$ cat config.mk
export PLATFORM = sky130hd
export DESIGN_NAME = shift_pipe
export DESIGN_NICKNAME = d
export VERILOG_FILES = /design/src/rtl/shift_pkg.sv /design/src/rtl/shift_pipe_mul.sv /design/src/rtl/shift_pipe.sv
export SDC_FILE = /design/constraint.sdc
export NUM_CORES = 1
export LEC_CHECK = 0
export BUFFER_PORTS_ARGS = -buffer_cell sky130_fd_sc_hd__buf_2
export CAP_MARGIN = 10
export CORE_ASPECT_RATIO = 1.5
export CORE_MARGIN = 10
export CORE_UTILIZATION = 64
export DETAILED_ROUTE_END_ITERATION = 8
export GPL_TIMING_DRIVEN = 0
export PLACE_DENSITY = 0.86
export SKIP_LAST_GASP = 1
export SLEW_MARGIN = 20
export SYNTH_ARGS = -nofsm -noshare
export SYNTH_HDL_FRONTEND = slang
export SYNTH_SLANG_ARGS = --single-unit
$ cat constraint.sdc
create_clock -name clk -period 8.4 [get_ports clk]
set_input_delay 0.84 -clock clk [delete_from_list [all_inputs] [get_ports clk]]
set_output_delay 0.84 -clock clk [all_outputs]
set_load 0.005 [all_outputs]
$ cat src/rtl/shift_pkg.sv
// shift_pkg: shared types and helpers for the shift_pipe datapath.
//   shift_mode_e : operation select (SHL, SHR, SAR, ROL)
//   l_of()       : accept-to-output latency for a given multiplier depth
package shift_pkg;

  typedef enum logic [1:0] {
    SHL = 2'b00,
    SHR = 2'b01,
    SAR = 2'b10,
    ROL = 2'b11
  } shift_mode_e;

  // One decode stage + multiplier stages + one output stage.
  function automatic int unsigned l_of(input int unsigned mul_stages);
    return mul_stages + 32'd2;
  endfunction

endpackage

$ cat src/rtl/shift_pipe_mul.sv
// mul_pipe: unsigned multiplier followed by STAGES pipeline registers.
//   clk, rst_n : clock, asynchronous active-low reset
//   en         : stage enable; all registers hold while low
//   a, b       : unsigned operands (AW and BW bits)
//   p          : product, AW+BW bits, valid STAGES enabled cycles later
module mul_pipe #(
  parameter int unsigned AW     = 16,
  parameter int unsigned BW     = 17,
  parameter int unsigned STAGES = 2
) (
  input  logic             clk,
  input  logic             rst_n,
  input  logic             en,
  input  logic [AW-1:0]    a,
  input  logic [BW-1:0]    b,
  output logic [AW+BW-1:0] p
);

  localparam int unsigned PW = AW + BW;

  logic [PW-1:0] prod_d;
  logic [PW-1:0] pipe_q [STAGES];

  assign prod_d = PW'(a) * PW'(b);

  always_ff @(posedge clk or negedge rst_n) begin
    if (!rst_n) begin
      for (int unsigned i = 0; i < STAGES; i++) pipe_q[i] <= '0;
    end else if (en) begin
      pipe_q[0] <= prod_d;
      for (int unsigned i = 1; i < STAGES; i++) pipe_q[i] <= pipe_q[i-1];
    end
  end

  assign p = pipe_q[STAGES-1];

endmodule

$ cat src/rtl/shift_pipe.sv
// shift_pipe: pipelined shift unit; every shift is a multiply by a decoded
// power of two, with a global-stall valid/ready handshake.
//   clk, rst_n          : clock, asynchronous active-low reset
//   in_valid / in_ready : input handshake (in_ready = !out_valid || out_ready)
//   in_data, in_dist    : operand and shift distance (0..WIDTH-1)
//   in_mode             : shift_mode_e
//   out_valid/out_ready : output handshake
//   out_data            : 2*WIDTH-bit result
//   out_ovf             : nonzero bits lost or moved above WIDTH
module shift_pipe
  import shift_pkg::*;
#(
  parameter int unsigned WIDTH      = 16,
  parameter int unsigned MUL_STAGES = 2,
  parameter int unsigned DW         = $clog2(WIDTH)
) (
  input  logic               clk,
  input  logic               rst_n,
  input  logic               in_valid,
  output logic               in_ready,
  input  logic [WIDTH-1:0]   in_data,
  input  logic [DW-1:0]      in_dist,
  input  shift_mode_e        in_mode,
  output logic               out_valid,
  input  logic               out_ready,
  output logic [2*WIDTH-1:0] out_data,
  output logic               out_ovf
);

  localparam int unsigned BW = WIDTH + 1;
  localparam int unsigned PW = 2 * WIDTH + 1;

  logic advance;

  // Decode stage
  logic [DW:0]        rdist_d;
  logic [BW-1:0]      b_d;
  logic [WIDTH-1:0]   mask_d;

  logic               vld_dq;
  logic [WIDTH-1:0]   a_q;
  logic [BW-1:0]      b_q;
  shift_mode_e        mode_dq;
  logic               sign_dq;
  logic [WIDTH-1:0]   mask_dq;

  // Sideband travelling alongside the multiplier
  logic               sb_vld_q  [MUL_STAGES];
  shift_mode_e        sb_mode_q [MUL_STAGES];
  logic               sb_sign_q [MUL_STAGES];
  logic [WIDTH-1:0]   sb_mask_q [MUL_STAGES];

  // Multiplier result and output stage
  logic [PW-1:0]      p;
  logic [WIDTH-1:0]   p_hi;
  logic [WIDTH-1:0]   p_lo;
  logic               unused_p_top;
  logic [2*WIDTH-1:0] data_d;
  logic               ovf_d;

  logic               out_valid_q;
  logic [2*WIDTH-1:0] out_data_q;
  logic               out_ovf_q;

  assign advance  = !out_valid_q || out_ready;
  assign in_ready = advance;

  // Right shifts become a left multiply by 2^(WIDTH-d) whose upper half is
  // the shifted value; d=0 therefore needs the full WIDTH+1-bit operand.
  assign rdist_d = (DW+1)'(WIDTH) - {1'b0, in_dist};
  assign mask_d  = ~({WIDTH{1'b1}} >> in_dist);

  always_comb begin
    b_d = '0;
    case (in_mode)
      SHL, ROL: b_d = BW'(1) << in_dist;
      default:  b_d = BW'(1) << rdist_d;
    endcase
  end

  always_ff @(posedge clk or negedge rst_n) begin
    if (!rst_n) begin
      vld_dq  <= 1'b0;
      a_q     <= '0;
      b_q     <= '0;
      mode_dq <= SHL;
      sign_dq <= 1'b0;
      mask_dq <= '0;
    end else if (advance) begin
      vld_dq  <= in_valid;
      a_q     <= in_data;
      b_q     <= b_d;
      mode_dq <= in_mode;
      sign_dq <= in_data[WIDTH-1];
      mask_dq <= mask_d;
    end
  end

  mul_pipe #(
    .AW    (WIDTH),
    .BW    (BW),
    .STAGES(MUL_STAGES)
  ) u_mul (
    .clk  (clk),
    .rst_n(rst_n),
    .en   (advance),
    .a    (a_q),
    .b    (b_q),
    .p    (p)
  );

  always_ff @(posedge clk or negedge rst_n) begin
    if (!rst_n) begin
      for (int unsigned i = 0; i < MUL_STAGES; i++) begin
        sb_vld_q[i]  <= 1'b0;
        sb_mode_q[i] <= SHL;
        sb_sign_q[i] <= 1'b0;
        sb_mask_q[i] <= '0;
      end
    end else if (advance) begin
      sb_vld_q[0]  <= vld_dq;
      sb_mode_q[0] <= mode_dq;
      sb_sign_q[0] <= sign_dq;
      sb_mask_q[0] <= mask_dq;
      for (int unsigned i = 1; i < MUL_STAGES; i++) begin
        sb_vld_q[i]  <= sb_vld_q[i-1];
        sb_mode_q[i] <= sb_mode_q[i-1];
        sb_sign_q[i] <= sb_sign_q[i-1];
        sb_mask_q[i] <= sb_mask_q[i-1];
      end
    end
  end

  // a < 2^W and b <= 2^W, so the product never reaches bit 2W.
  assign p_hi         = p[2*WIDTH-1:WIDTH];
  assign p_lo         = p[WIDTH-1:0];
  assign unused_p_top = p[2*WIDTH];

  always_comb begin
    data_d = '0;
    ovf_d  = 1'b0;
    case (sb_mode_q[MUL_STAGES-1])
      SHL: begin
        data_d = p[2*WIDTH-1:0];
        ovf_d  = |p_hi;
      end
      SHR: begin
        data_d = {{WIDTH{1'b0}}, p_hi};
        ovf_d  = |p_lo;
      end
      SAR: begin
        data_d = {{WIDTH{sb_sign_q[MUL_STAGES-1]}},
                  p_hi | (sb_sign_q[MUL_STAGES-1] ? sb_mask_q[MUL_STAGES-1] : '0)};
        ovf_d  = |p_lo;
      end
      ROL: begin
        data_d = {{WIDTH{1'b0}}, p_lo | p_hi};
        ovf_d  = 1'b0;
      end
      default: begin
        data_d = '0;
        ovf_d  = 1'b0;
      end
    endcase
  end

  always_ff @(posedge clk or negedge rst_n) begin
    if (!rst_n) begin
      out_valid_q <= 1'b0;
      out_data_q  <= '0;
      out_ovf_q   <= 1'b0;
    end else if (advance) begin
      out_valid_q <= sb_vld_q[MUL_STAGES-1];
      out_data_q  <= data_d;
      out_ovf_q   <= ovf_d;
    end
  end

  assign out_valid = out_valid_q;
  assign out_data  = out_data_q;
  assign out_ovf   = out_ovf_q;

endmodule

==> results.md <==
- RSZ-0062 raised after global routing: no
- Rows: 71
- Crit end category: flip-flop
- Fillers: between 1,500 and 2,000
- Flops & latches, synth: 187
- Routed wire length: between 40,000 and 50,000 um
- Kind of critical path: flip-flop to flip-flop
- Setup repair bufs after CTS: 0
- Drc violations: 0
- Hold WC Path Type: input pin to asynchronous set/reset pin
- CTS tree: built
- Post-Syn Area per Cell: 8.93 um^2
- Net Count, Synth: 2,173
- Element type at the critical path start: flip-flop
- Core Area: 0.0251 mm^2
- Tot Pwr: 0.00447 W
- Via count of the routed design: approximately 13,000
- Final Skew: 5.94 ps
- Ant diodes: 0
- Detail Route Antenna Nets: 0
- Post-Syn Instances: 1,830
- Asr flop ratio synth: 100%
- Main synth FF type: dfrtp_1
- Max rail drop VDD: 176 uV
- Relative slew margins: around 43%
- Clk_lat worst skew: 450 ps
- Pwr per Cell Area: 253 mW/mm^2
- Fmax: between 0.1 and 0.15 GHz
- TritonRoute pass-1 iters: 5
- GPL Wtd Cong: around 1.0
- Fin. Hold Viols: 0
- Leak Pwr: 9.11 nW
- DP Worst Slack: 1260 ps
- Max-cap viol count: 0
- H-tree levels: 4
- R2R Path Start: a_q[8]
- Placed Area: 0.0171 mm^2
- Area Overhead vs Synth: 8.24%
- Synth Cell Area: 0.0164 mm^2
- CTS Buf Count: 17
- Slew Viols, Final: 0
- WL per Instance: between 20 and 25 um
- Critical path origin: a_q[8]
- Final TNS setup: 0 ps
- Register area share after synthesis: about 29%
- Number of global-route vias before repair: 13,901
- Clock Tree Buf Depth: 2
- Detail-routed via count per cell: between 5 and 6
- Quantity of gates resized following cts: 0
- Final setup viols: 0
- YS warnings: 0
- First-pass GRT wire length: 74,800 um
- Reg clk slew, reported paths: about 70 ps
- Peak fanout along the critical path: 10
- Worst reg2reg setup slack: 1140 ps
- Initial drt markers: approximately 1,000
- Die W: 151 um
- Overflow after GRT: 0
- Worst EP arrival: 7580 ps
- Final Critical Period: between 7000 and 8000 ps
- Final core utilization: 70.4%
- Initial antenna violation count: 1
- Req. time, crit path: 8720 ps
- Yosys cell types: 57
- Largest net degree at the start of global routing: 100
- Die area: 0.0325 mm^2
- Share of cells above drive strength 1: roughly 5.6%
- Clock Sink Count: 187
- Input/output buffers: 60
- Die Ht: 216 um
- Total I/O pin count: 61
- Slew @ Worst Pin: 857 ps
- EDFF count, synth: 0
- CTS root buf: clkbuf_16
- Final worst slack: 1140 ps
- All-Layer GR Usage: 30.2%
- Initial cell density of the core: approximately 65%
- Layout Nets: 2,253
- Run status: finished, final reports clean
- Hold_buf cts: 0
- Design area: 0.0177 mm^2
- Post-DP HPWL: 37,700 um
- Tcrit/Tclk final: ~86%
-- power by group --
part	internal, W	switching, W	leakage [nW]	total [W]
logic	0.000745	0.00134	6.47	0.00209
clock network	0.000442	0.000376	0.284	0.000818
registers	0.00123	0.000336	2.35	0.00156
-- cell families after synthesis --
| family | count (synthesis) | synth area share, % |
|---|---|---|
| compound gates | 199 | 7.92 |
| buf+inv | 332 | 7.62 |
| flops | 187 | 28.6 |
| simple gates | 765 | 20.5 |
| xor+xnor | 29 | 1.55 |
| mux | 1 | 0.0612 |
| fa+ha+maj | 317 | 33.8 |
-- critical path, cell delays in order (launching register included) --
cell	delay (ps)
dfrtp_1	330
clkbuf_1	540
clkbuf_1	540
nand2_1	150
fa_1	540
inv_1	70
fa_1	490
fa_1	580
fa_1	450
fa_1	510
inv_1	50
fa_1	530
inv_1	50
ha_1	370
and3_1	270
and2_1	160
a221oi_1	440
a21oi_1	180
o21ai_1	430
a21oi_1	80
a2111oi_0	350
-- stage by stage --
step | std cells | hold slack (ps)
after floorplan | 1830 | 430
after global placement | 2218 | 449
after detailed placement | 2219 | 456
after CTS | 2251 | 419
after global routing | 2251 | 452
final | 2251 | 397
-- cell usage after synthesis, drive strengths merged, types with 3 or more instances --
library cell  instances  share of area, %
nand4                 8              0.31
a221oi               17              0.91
fa                  207                25
ha                  110               8.4
nor3                 10              0.31
nor4                  8              0.31
buf                   4             0.092
clkbuf               82               1.9
inv                 245               5.6
nand2               504                12
a211oi                4              0.21
xor2                 15              0.80
dfrtp               187                29
o31ai                 4              0.18
and3                  4              0.15
a21oi                85               2.7
nand2b                5              0.19
or3                   4              0.15
or2                   3              0.11
and2                129               4.9
nor2                 69               1.6
o21ai                37               1.1
a32o                  6              0.37
a21o                  9              0.42
a22o                  9              0.48
o21bai                3              0.14
o21a                  4              0.19
xnor2                14              0.75
o211ai                5              0.23
and4                  3              0.17
a31oi                 3              0.11
nand3                12              0.37
-- worst paths after layout --
| path | cells past startpoint | endpoint |
|---|---|---|
| min | 1 | vld_dq |
| max reg2reg | 20 | u_mul.pipe_q[61] |
| max in group asynchronous | 2 | u_mul.pipe_q[34] |
| min in group clk | 2 | mode_dq[0] |
| min reg2reg | 2 | mode_dq[0] |
| max | 20 | u_mul.pipe_q[61] |
-- layout make-up --
| class | instances | area (um^2) | share of cell area (%) |
|---|---|---|---|
| inverters | 246 | 923 | 5.22 |
| multi-input cells | 1311 | 10400 | 58.9 |
| flip-flops and latches | 187 | 4680 | 26.4 |
| clock buffers | 20 | 467 | 2.64 |
| plain buffers | 86 | 323 | 1.82 |
| clock inverters | 12 | 133 | 0.749 |
| well taps | 328 | 410 | 2.32 |
| repair buffers | 61 | 338 | 1.91 |
-- layer usage --
| layer | part of all wire (%) | GRT usage, % |
|---|---|---|
| met3 | 6.2 | 4.48 |
| met4 | 8.9 | 23.8 |
| met1 | 34 | 32.3 |
| met5 | 0 | 0 |
| met2 | 51 | 51.7 |
-- state kept, by name, summed over array words and instances (netlist names) --
register	count
sb_sign_q	2
out_ovf	1
u_mul.p	32
u_mul.pipe_q	32
sb_mask_q	30
vld_dq	1
sb_mode_q	4
b_q	17
out_valid	1
mask_dq	15
out_data	32
mode_dq	2
a_q	16
sb_vld_q	2
-- layout by cell type, fill, tap and decap left out, types with 6 or more instances in the layout --
cell         n
dfrtp_1    187
a21o_1       8
a22o_1       9
o21ai_0     36
nand4_1      8
nor2_1      69
nor3_1      10
and2_1     128
nor4_1       8
inv_1      245
clkbuf_16   17
nand2_1    504
a32o_1       6
a21oi_1     82
clkbuf_1    82
ha_1       110
xnor2_1     14
a221oi_1    17
buf_2       59
nand3_1     12
fa_1       207
xor2_1      15
Power figures use the tool's default switching activity.
